--- config.mk ---
export PLATFORM = sky130hd
export DESIGN_NAME = cp_strip_framer_flat
export DESIGN_NICKNAME = d
export VERILOG_FILES = /design/src/rtl/cp_strip_framer_if.sv /design/src/rtl/cp_strip_framer.sv /design/src/flat_wrapper.sv
export SDC_FILE = /design/constraint.sdc
export NUM_CORES = 1
export LEC_CHECK = 0
export BUFFER_PORTS_ARGS = -buffer_cell sky130_fd_sc_hd__buf_2
export CORE_ASPECT_RATIO = 1.2
export CORE_MARGIN = 3
export CORE_UTILIZATION = 52
export DETAILED_ROUTE_END_ITERATION = 16
export GPL_ROUTABILITY_DRIVEN = 0
export PLACE_DENSITY = 0.81
export SLEW_MARGIN = 20
export SYNTH_ARGS = -nofsm -noshare
export SYNTH_HDL_FRONTEND = slang
export SYNTH_SLANG_ARGS = --single-unit
--- constraint.sdc ---
create_clock -name clk -period 2.6 [get_ports clk]
set_input_delay 0.52 -clock clk [delete_from_list [all_inputs] [get_ports clk]]
set_output_delay 0.52 -clock clk [all_outputs]
set_load 0.01 [all_outputs]
--- src/rtl/cp_strip_framer_if.sv ---
// cp_strip_framer_if: sample-stream bundle between the synchroniser/CFO stage,
// the CP-strip framer and the FFT input.
//   in_valid/in_re/in_im    : time-synchronised baseband sample stream
//   lts_start/frame_end     : frame control pulses from the frame controller
//   do_en/do_re/do_im       : useful samples towards the FFT (di_en/data)
//   lts_out/sym_idx         : symbol tagging aligned with do_en
//   sync_err                : lts_start seen while a frame was already running
// Modports: master = upstream/controller side, slave = framer side.
interface cp_strip_framer_if #(
  parameter int WIDTH = 16
);
  logic             in_valid;
  logic [WIDTH-1:0] in_re;
  logic [WIDTH-1:0] in_im;
  logic             lts_start;
  logic             frame_end;
  logic             do_en;
  logic [WIDTH-1:0] do_re;
  logic [WIDTH-1:0] do_im;
  logic             lts_out;
  logic [7:0]       sym_idx;
  logic             sync_err;

  modport master (
    output in_valid, in_re, in_im, lts_start, frame_end,
    input  do_en, do_re, do_im, lts_out, sym_idx, sync_err
  );

  modport slave (
    input  in_valid, in_re, in_im, lts_start, frame_end,
    output do_en, do_re, do_im, lts_out, sym_idx, sync_err
  );
endinterface

--- src/rtl/cp_strip_framer.sv ---
// cp_strip_framer: removes the GI2 and cyclic prefixes from the synchronised
// sample stream and emits NFFT consecutive useful samples per OFDM symbol
// (two LTS symbols, then data symbols) towards the 64-point FFT.
// Ports:
//   clk    : master clock
//   rst_n  : synchronous active-low reset
//   bus    : cp_strip_framer_if.slave (input stream, control pulses, FFT-side
//            outputs; all outputs registered, one cycle after the input sample)
// Optional feature: define CP_BACKOFF_EN to add parameter BACKOFF, which starts
// every output window BACKOFF samples early inside the guard interval.
module cp_strip_framer #(
  parameter int WIDTH    = 16,
  parameter int NFFT     = 64,
  parameter int CP_LEN   = 16,
  parameter int GI2_LEN  = 32,
  parameter int MAX_SYMS = 255
`ifdef CP_BACKOFF_EN
  ,
  parameter int BACKOFF  = 4
`endif
) (
  input  logic                clk,
  input  logic                rst_n,
  cp_strip_framer_if.slave    bus
);

  // Every window (LTS included) is advanced by the same BACKOFF, so only the
  // GI2 discard shrinks; window-to-window spacing stays NFFT+CP_LEN and the CP
  // discard keeps its full length.
`ifdef CP_BACKOFF_EN
  localparam int GI2_DISC = GI2_LEN - BACKOFF;
`else
  localparam int GI2_DISC = GI2_LEN;
`endif

  localparam int CMAX = (GI2_LEN > 2*NFFT) ? GI2_LEN : 2*NFFT;
  localparam int CW   = $clog2(CMAX);

  localparam logic [CW-1:0] GI2_LAST = CW'(GI2_DISC - 1);
  localparam logic [CW-1:0] LTS_MID  = CW'(NFFT - 1);
  localparam logic [CW-1:0] LTS_LAST = CW'(2*NFFT - 1);
  localparam logic [CW-1:0] CP_LAST  = CW'(CP_LEN - 1);
  localparam logic [CW-1:0] SYM_LAST = CW'(NFFT - 1);
  localparam logic [7:0]    MS_LAST  = 8'(MAX_SYMS - 1);

  typedef enum logic [2:0] {IDLE, GI2, LTS, CP, DATA} state_t;

  state_t           state_q, state_d;
  logic [CW-1:0]    cnt_q, cnt_d;
  logic [7:0]       sym_q, sym_d;     // symbol index of the next accepted sample
  logic [7:0]       dsym_q, dsym_d;   // data symbols completed this frame
  logic             do_en_q, do_en_d;
  logic [WIDTH-1:0] do_re_q, do_re_d;
  logic [WIDTH-1:0] do_im_q, do_im_d;
  logic             lts_q, lts_d;
  logic [7:0]       sym_idx_q, sym_idx_d;
  logic             sync_err_q, sync_err_d;

  always_comb begin
    state_d    = state_q;
    cnt_d      = cnt_q;
    sym_d      = sym_q;
    dsym_d     = dsym_q;
    do_en_d    = 1'b0;
    do_re_d    = do_re_q;
    do_im_d    = do_im_q;
    lts_d      = 1'b0;
    sync_err_d = 1'b0;
    // Tag travels one cycle behind sym_q so it lines up with the registered sample.
    sym_idx_d  = sym_q;

    if (bus.frame_end) begin
      state_d   = IDLE;
      cnt_d     = '0;
      sym_d     = '0;
      dsym_d    = '0;
      sym_idx_d = '0;
    end else if (bus.in_valid && bus.lts_start) begin
      // Start sample is the first discarded GI2 sample; a restart mid-frame
      // is flagged but otherwise behaves like a fresh start.
      sync_err_d = (state_q != IDLE);
      sym_d      = '0;
      dsym_d     = '0;
      if (GI2_DISC == 1) begin
        state_d = LTS;
        cnt_d   = '0;
      end else begin
        state_d = GI2;
        cnt_d   = CW'(1);
      end
    end else if (bus.in_valid) begin
      unique case (state_q)
        GI2: begin
          if (cnt_q == GI2_LAST) begin
            state_d = LTS;
            cnt_d   = '0;
          end else begin
            cnt_d = cnt_q + 1'b1;
          end
        end
        LTS: begin
          do_en_d = 1'b1;
          do_re_d = bus.in_re;
          do_im_d = bus.in_im;
          lts_d   = 1'b1;
          if (cnt_q == LTS_MID) sym_d = 8'd1;
          if (cnt_q == LTS_LAST) begin
            state_d = CP;
            cnt_d   = '0;
            sym_d   = 8'd2;
          end else begin
            cnt_d = cnt_q + 1'b1;
          end
        end
        CP: begin
          if (cnt_q == CP_LAST) begin
            state_d = DATA;
            cnt_d   = '0;
          end else begin
            cnt_d = cnt_q + 1'b1;
          end
        end
        DATA: begin
          do_en_d = 1'b1;
          do_re_d = bus.in_re;
          do_im_d = bus.in_im;
          if (cnt_q == SYM_LAST) begin
            cnt_d  = '0;
            sym_d  = (sym_q == 8'hFF) ? sym_q : sym_q + 8'd1;
            dsym_d = dsym_q + 8'd1;
            if ((MAX_SYMS != 0) && (dsym_q == MS_LAST)) begin
              state_d = IDLE;
              sym_d   = '0;
              dsym_d  = '0;
            end else begin
              state_d = CP;
            end
          end else begin
            cnt_d = cnt_q + 1'b1;
          end
        end
        default: ;
      endcase
    end
  end

  always_ff @(posedge clk) begin
    if (!rst_n) begin
      state_q    <= IDLE;
      cnt_q      <= '0;
      sym_q      <= '0;
      dsym_q     <= '0;
      do_en_q    <= 1'b0;
      do_re_q    <= '0;
      do_im_q    <= '0;
      lts_q      <= 1'b0;
      sym_idx_q  <= '0;
      sync_err_q <= 1'b0;
    end else begin
      state_q    <= state_d;
      cnt_q      <= cnt_d;
      sym_q      <= sym_d;
      dsym_q     <= dsym_d;
      do_en_q    <= do_en_d;
      do_re_q    <= do_re_d;
      do_im_q    <= do_im_d;
      lts_q      <= lts_d;
      sym_idx_q  <= sym_idx_d;
      sync_err_q <= sync_err_d;
    end
  end

  assign bus.do_en    = do_en_q;
  assign bus.do_re    = do_re_q;
  assign bus.do_im    = do_im_q;
  assign bus.lts_out  = lts_q;
  assign bus.sym_idx  = sym_idx_q;
  assign bus.sync_err = sync_err_q;

endmodule
--- src/flat_wrapper.sv ---
// flat-port wrapper written by rule: the top's interface ports become plain ports
module cp_strip_framer_flat 
#(
  parameter int WIDTH    = 16,
  parameter int NFFT     = 64,
  parameter int CP_LEN   = 16,
  parameter int GI2_LEN  = 32,
  parameter int MAX_SYMS = 255

)
  (clk, rst_n, bus_in_valid, bus_in_re, bus_in_im, bus_lts_start, bus_frame_end, bus_do_en, bus_do_re, bus_do_im, bus_lts_out, bus_sym_idx, bus_sync_err);
  cp_strip_framer_if #(.WIDTH(WIDTH)) bus_i ();
  input  logic clk;
  input  logic rst_n;
  input wire logic [$bits(bus_i.in_valid)-1:0] bus_in_valid;
  input wire logic [$bits(bus_i.in_re)-1:0] bus_in_re;
  input wire logic [$bits(bus_i.in_im)-1:0] bus_in_im;
  input wire logic [$bits(bus_i.lts_start)-1:0] bus_lts_start;
  input wire logic [$bits(bus_i.frame_end)-1:0] bus_frame_end;
  output wire logic [$bits(bus_i.do_en)-1:0] bus_do_en;
  output wire logic [$bits(bus_i.do_re)-1:0] bus_do_re;
  output wire logic [$bits(bus_i.do_im)-1:0] bus_do_im;
  output wire logic [$bits(bus_i.lts_out)-1:0] bus_lts_out;
  output wire logic [$bits(bus_i.sym_idx)-1:0] bus_sym_idx;
  output wire logic [$bits(bus_i.sync_err)-1:0] bus_sync_err;
  assign bus_i.in_valid = bus_in_valid;
  assign bus_i.in_re = bus_in_re;
  assign bus_i.in_im = bus_in_im;
  assign bus_i.lts_start = bus_lts_start;
  assign bus_i.frame_end = bus_frame_end;
  assign bus_do_en = bus_i.do_en;
  assign bus_do_re = bus_i.do_re;
  assign bus_do_im = bus_i.do_im;
  assign bus_lts_out = bus_i.lts_out;
  assign bus_sym_idx = bus_i.sym_idx;
  assign bus_sync_err = bus_i.sync_err;
  cp_strip_framer #(.WIDTH(WIDTH), .NFFT(NFFT), .CP_LEN(CP_LEN), .GI2_LEN(GI2_LEN), .MAX_SYMS(MAX_SYMS)) u_core (.clk(clk), .rst_n(rst_n), .bus(bus_i));
endmodule
### Yosys cells after proc, flatten, opt, wreduce, memory -nomap -nowiden

Cells that the tools add are included.

| cells by class | value |
|---|---|
| add/subtract/negate cells | 3 |
| equality and inequality tests | 20 |
| multiplexer cells | 24 |
| bitwise logic cells | 4 |
| reductions and logical operators | 18 |

Operators with widths:

| operator | number |
|---|---|
| 8-bit 2-to-1 mux | 6 |
| 7-bit 2-to-1 mux | 4 |
| 7-bit one-hot mux with 4 select lines | 1 |
| 8-bit by 1-bit adder with 8-bit output, second input constant | 2 |
| 8-bit == test, second input constant | 2 |
| 8-bit one-hot mux with 2 select lines | 1 |
| 3-bit by 1-bit inequality test with 1-bit output, second input constant | 5 |
| 3-bit 2-to-1 mux | 4 |
| 3-bit one-hot mux with 4 select lines | 1 |
| 6-bit AND reduction | 2 |
| 2-bit by 1-bit inequality test with 1-bit output, second input constant | 4 |
| 7-bit by 1-bit adder with 7-bit output, second input constant | 1 |
| 7-bit by 4-bit == test with 1-bit output, second input constant | 1 |
| 7-bit by 5-bit == test with 1-bit output, second input constant | 1 |
| 7-bit by 6-bit == test with 1-bit output, second input constant | 1 |
| 7-bit == test, second input constant | 1 |
| 3-bit by 2-bit == test with 1-bit output, second input constant | 2 |
| 1-bit 2-to-1 mux | 6 |
| 3-bit OR reduction | 2 |
| 5-bit AND reduction | 1 |
| 5-bit nonzero test | 1 |
| 1-bit NOT | 4 |
| 2-bit AND reduction | 2 |
| 4-bit AND reduction | 1 |
| other kinds (11) | 13 |

| word-level totals | value |
|---|---|
| flip-flop bits (word level) | 69 |
| bits of input ports | 37 |
| logic and storage cells | 81 |

### Longest topological paths before layout

| depth | value |
|---|---|
| depth in word-level cells | 6 |
| mapped depth | 7 |

### Worst setup path after synthesis

No wires, ideal clock.

| path | value |
|---|---|
| path type | flip-flop to flip-flop |
| start point | reg u_core.cnt_q[0] |
| end point | reg u_core.sym_q[4] |
| arrival time | 1780 ps |
| setup slack | 750 ps |
| stages on the path, launching flop included | 8 |
| path buffers | 1 |
| clock period less this slack | 1850 ps |
| cells stage by stage | dfxtp_1 ha_1 and4_1 clkbuf_1 and4_1 nand2_1 or4b_1 a21oi_1 |

| between the ends | value |
|---|---|
| word-level cells in the longest chain between the ends | 3 |
| elaborated cells on any way between the ends | 7 |

RTL lines:

| item | RTL line | text |
|---|---|---|
| start: declaration | cp_strip_framer.sv:49 | `logic [CW-1:0] cnt_q, cnt_d;` |
| start signal: assignment | cp_strip_framer.sv:161 | `cnt_q <= cnt_d;` |
| 7-bit by 6-bit == test with 1-bit output or 7-bit == test (tied branches) | cp_strip_framer.sv:106, cp_strip_framer.sv:127, cp_strip_framer.sv:107 |  |
| 3-bit by 1-bit inequality test with 1-bit output (no line), or another cell as far along | n/a |  |
| 5-bit AND reduction (no line) or 8-bit one-hot mux with 2 select lines (tied branches) | n/a |  |
| end signal: assignment | cp_strip_framer.sv:162 | `sym_q <= sym_d;` |
| end: declaration | cp_strip_framer.sv:50 | `logic [7:0] sym_q, sym_d;` |

Several ways; a longest one is shown, not always the timed one.
A chain may end at the register's enable or synchronous reset.

### Worst setup path in the final report

| path | value |
|---|---|
| start point | reg u_core.state_q[0] |
| end point | reg u_core.state_q[1] |

| between the ends | value |
|---|---|
| word-level cells in the longest chain between the ends | 3 |
| elaborated cells on any way between the ends | 11 |

RTL lines:

| item | RTL line | text |
|---|---|---|
| start: declaration | cp_strip_framer.sv:48 | `state_t state_q, state_d;` |
| start signal: assignment | cp_strip_framer.sv:160 | `state_q <= state_d;` |
| 3-bit by 2-bit == test with 1-bit output, or another cell as far along | cp_strip_framer.sv:92 | `unique case (state_q)` |
| 2-bit by 1-bit inequality test with 1-bit output (no line) or 4-bit nonzero test (tied branches) | n/a |  |
| 6-bit AND reduction (no line) | n/a |  |

Several ways; a longest one is shown, not always the timed one.

==> reports/qor.csv <==
metric,value,unit
outcome,"complete, no violations",
skew,0.00777,ns
maxCapViolCount,0,
die_w,75.6,µm
min_period_over_period,79.6,%
p_per_area,514,nW/µm²
crit_path_max_incr_delay,0.52,ns
grt_max_degree,20,
ys_ff_latch,69,
drt-wirelength-per-cell,13.4,µm
placed_cell_area,3470,µm²
portBuffers,79,
nNetsFinal,473,
place_hpwl,4900,µm
postCtsHoldBufs,0,
vias,2740,
root_buffer,clkbuf_8,
hold_path.class,in2reg,
slew_viol_final,0,
max_slew.worst_pin.slew,0.533,ns
ios,80,
irDropWorstVdd,279,µV
core_area,5440,µm²
synth_seq_area_share,45.7,%
insertion_delay,0.34,ns
relSlewSlack,64.4,%
rsz0062_at_grt,no,
dp_worst_setup_slack,0.571,ns
drt_iter0_markers,128,
tritoncts,done,
syn_area,3030,µm²
area_growth,20.1,%
crit_path_cell_trace,or3b_4 -> a2111oi_4 -> o311ai_1 -> nor2b_1 -> a2111oi_2,
ys.warnings.count,0,
post_cts_buffers,0,
dieArea,6770,µm²
synth_fp_nets,395,
critical_path_buf_inv_count,0,
placed_cells,483,
clk_pin_slew,0.07,ns
cts-resized-gates,0,
cp-start-kind,flop,
grt_pass1_wl,10500,µm
antenna_cells,0,
clockBufferDepth,2,
layout.cells.non_filler,498,
fin_ws,0.531,ns
crit_family,compound AO/OA/AOI/OAI gates,
drt_wl_total,6680,µm
drive_gt1_share,24.8,%
final.setup.tns,0,ns
drcViolationCount,0,
synth_edf_count,0,
die_y,89.6,µm
initial_utilization,55.6,%
cts_buffers,9,
antenna_found_initial,0,
grt_usage,20.0,%
fmax,483,MHz
power,1870,µW
grt-ovfl-total,0,
period_needed,2.07,ns
avgSynthCellArea,8.55,µm²
arrival,2.30,ns
first_global_vias,2418,
ys.flop_type,dfxtp_1,
synth_cells,354,
critPathKind,reg2reg,
finalSetupViolCount,0,
drt.antenna.violating_nets,0,
htreeDepth,3,
cp_max_fo,11,
final_hold_viol_count,0,
ys_async_sr_fraction,0,%
slowest_stage,dfxtp_1,
dr.pass1.iters,4,
viasPerCell,5.50,
yosys.cell_types.count,52,
p_leak,0.00144,µW
end_kind,flop,
tritoncts_num_sinks,69,
placementRows,29,
postLayoutCellArea,3630,µm²
worstPathRequired,2.83,ns
[cells by family after synthesis]
group	Yosys count	share of synthesized area, %
fa+ha+maj	4	1.65
flops	69	45.7
simple gates	174	28.5
compound gates	73	17.5
xor+xnor	10	2.89
buf+inv	23	3.47
mux	1	0.331
[Yosys cell counts (all sizes together) (4+ instances only)]
cell | number | share of area (%)
nand2 | 85 | 11
dfxtp | 69 | 46
a21boi | 33 | 8.2
nor2 | 23 | 2.9
a21oi | 15 | 2.5
buf | 10 | 1.9
and2 | 8 | 1.7
clkbuf | 8 | 0.99
nand4 | 8 | 1.9
nor3 | 8 | 1.5
o21ai | 8 | 1.3
nand3 | 7 | 1.2
and3 | 6 | 1.2
inv | 5 | 0.62
xnor2 | 5 | 1.4
xor2 | 5 | 1.4
a31oi | 4 | 0.83
ha | 4 | 1.7
or3 | 4 | 0.83
[sequential cells by signal, summed over array words and instances (netlist names)]
register and count:
u_core.bus.do_im 16, u_core.bus.do_re 16, u_core.bus.sym_idx 8, u_core.dsym_q 8, u_core.sym_q 8, u_core.cnt_q 7
u_core.state_q 3, u_core.bus.do_en 1, u_core.bus.lts_out 1, u_core.bus.sync_err 1
[per-layer routing]
layer | track usage, % | up-vias | share of wire (%)
li1 | - | 1383 | -
met1 | 23.3 | 1269 | 42
met2 | 34.2 | 78 | 50
met3 | 6.30 | 10 | 6.6
met4 | 6.84 | 0 | 1.5
met5 | 0 | - | 0
[stage by stage]
stage          hold slack [ns]  utilization [%]
6_report                 0.416             66.7
3_5_place_dp             0.441             63.7
4_1_cts                  0.406             66.7
5_1_grt                  0.397             66.7
2_1_floorplan            0.460                -
3_3_place_gp             0.437             63.7
[path summary, 6_finish.rpt]
kind,to,start,slack [ns],depth (start not counted)
min reg2reg,u_core.bus.do_im[7],u_core.bus.do_im[7],0.45,2
max,u_core.state_q[1],u_core.state_q[0],0.53,5
max reg2reg,u_core.state_q[1],u_core.state_q[0],0.53,5
min,u_core.bus.do_re[0],bus_in_re[0],0.42,3
[placed cells by master (no fill, tap or decap), drive strengths merged, types with 7 or more instances in the layout]
cell / instances
nor3: 8
clkbuf: 11
and2: 8
nor2: 23
a21boi: 33
nand4: 8
nand2: 85
nand3: 7
a21oi: 15
buf: 85
o21ai: 8
dfxtp: 69
[worst reg2reg max path, cell delays in order (launching register included)]
cell,delay (ns)
dfxtp_1,0.52
or3b_4,0.44
a2111oi_4,0.28
o311ai_1,0.20
nor2b_1,0.18
a2111oi_2,0.33
[power by group]
group	leakage (µW)	total [µW]	switching [µW]	internal, µW
logic	0.000805	67.7	34.2	33.5
clock network	0.0000812	740	376	363
registers	0.000556	1060	2.36	1060
[layout make-up]
type | instances | area, µm²
Fill cell | 465 | 1810
Multi-Input combinational cell | 262 | 1550
Sequential cell | 69 | 1380
Timing Repair Buffer | 85 | 440
Clock buffer | 11 | 141
Tap cell | 62 | 77.6
Clock inverter | 4 | 25.0
Inverter | 5 | 18.8
Note: power is estimated with default switching activity, not from simulation.
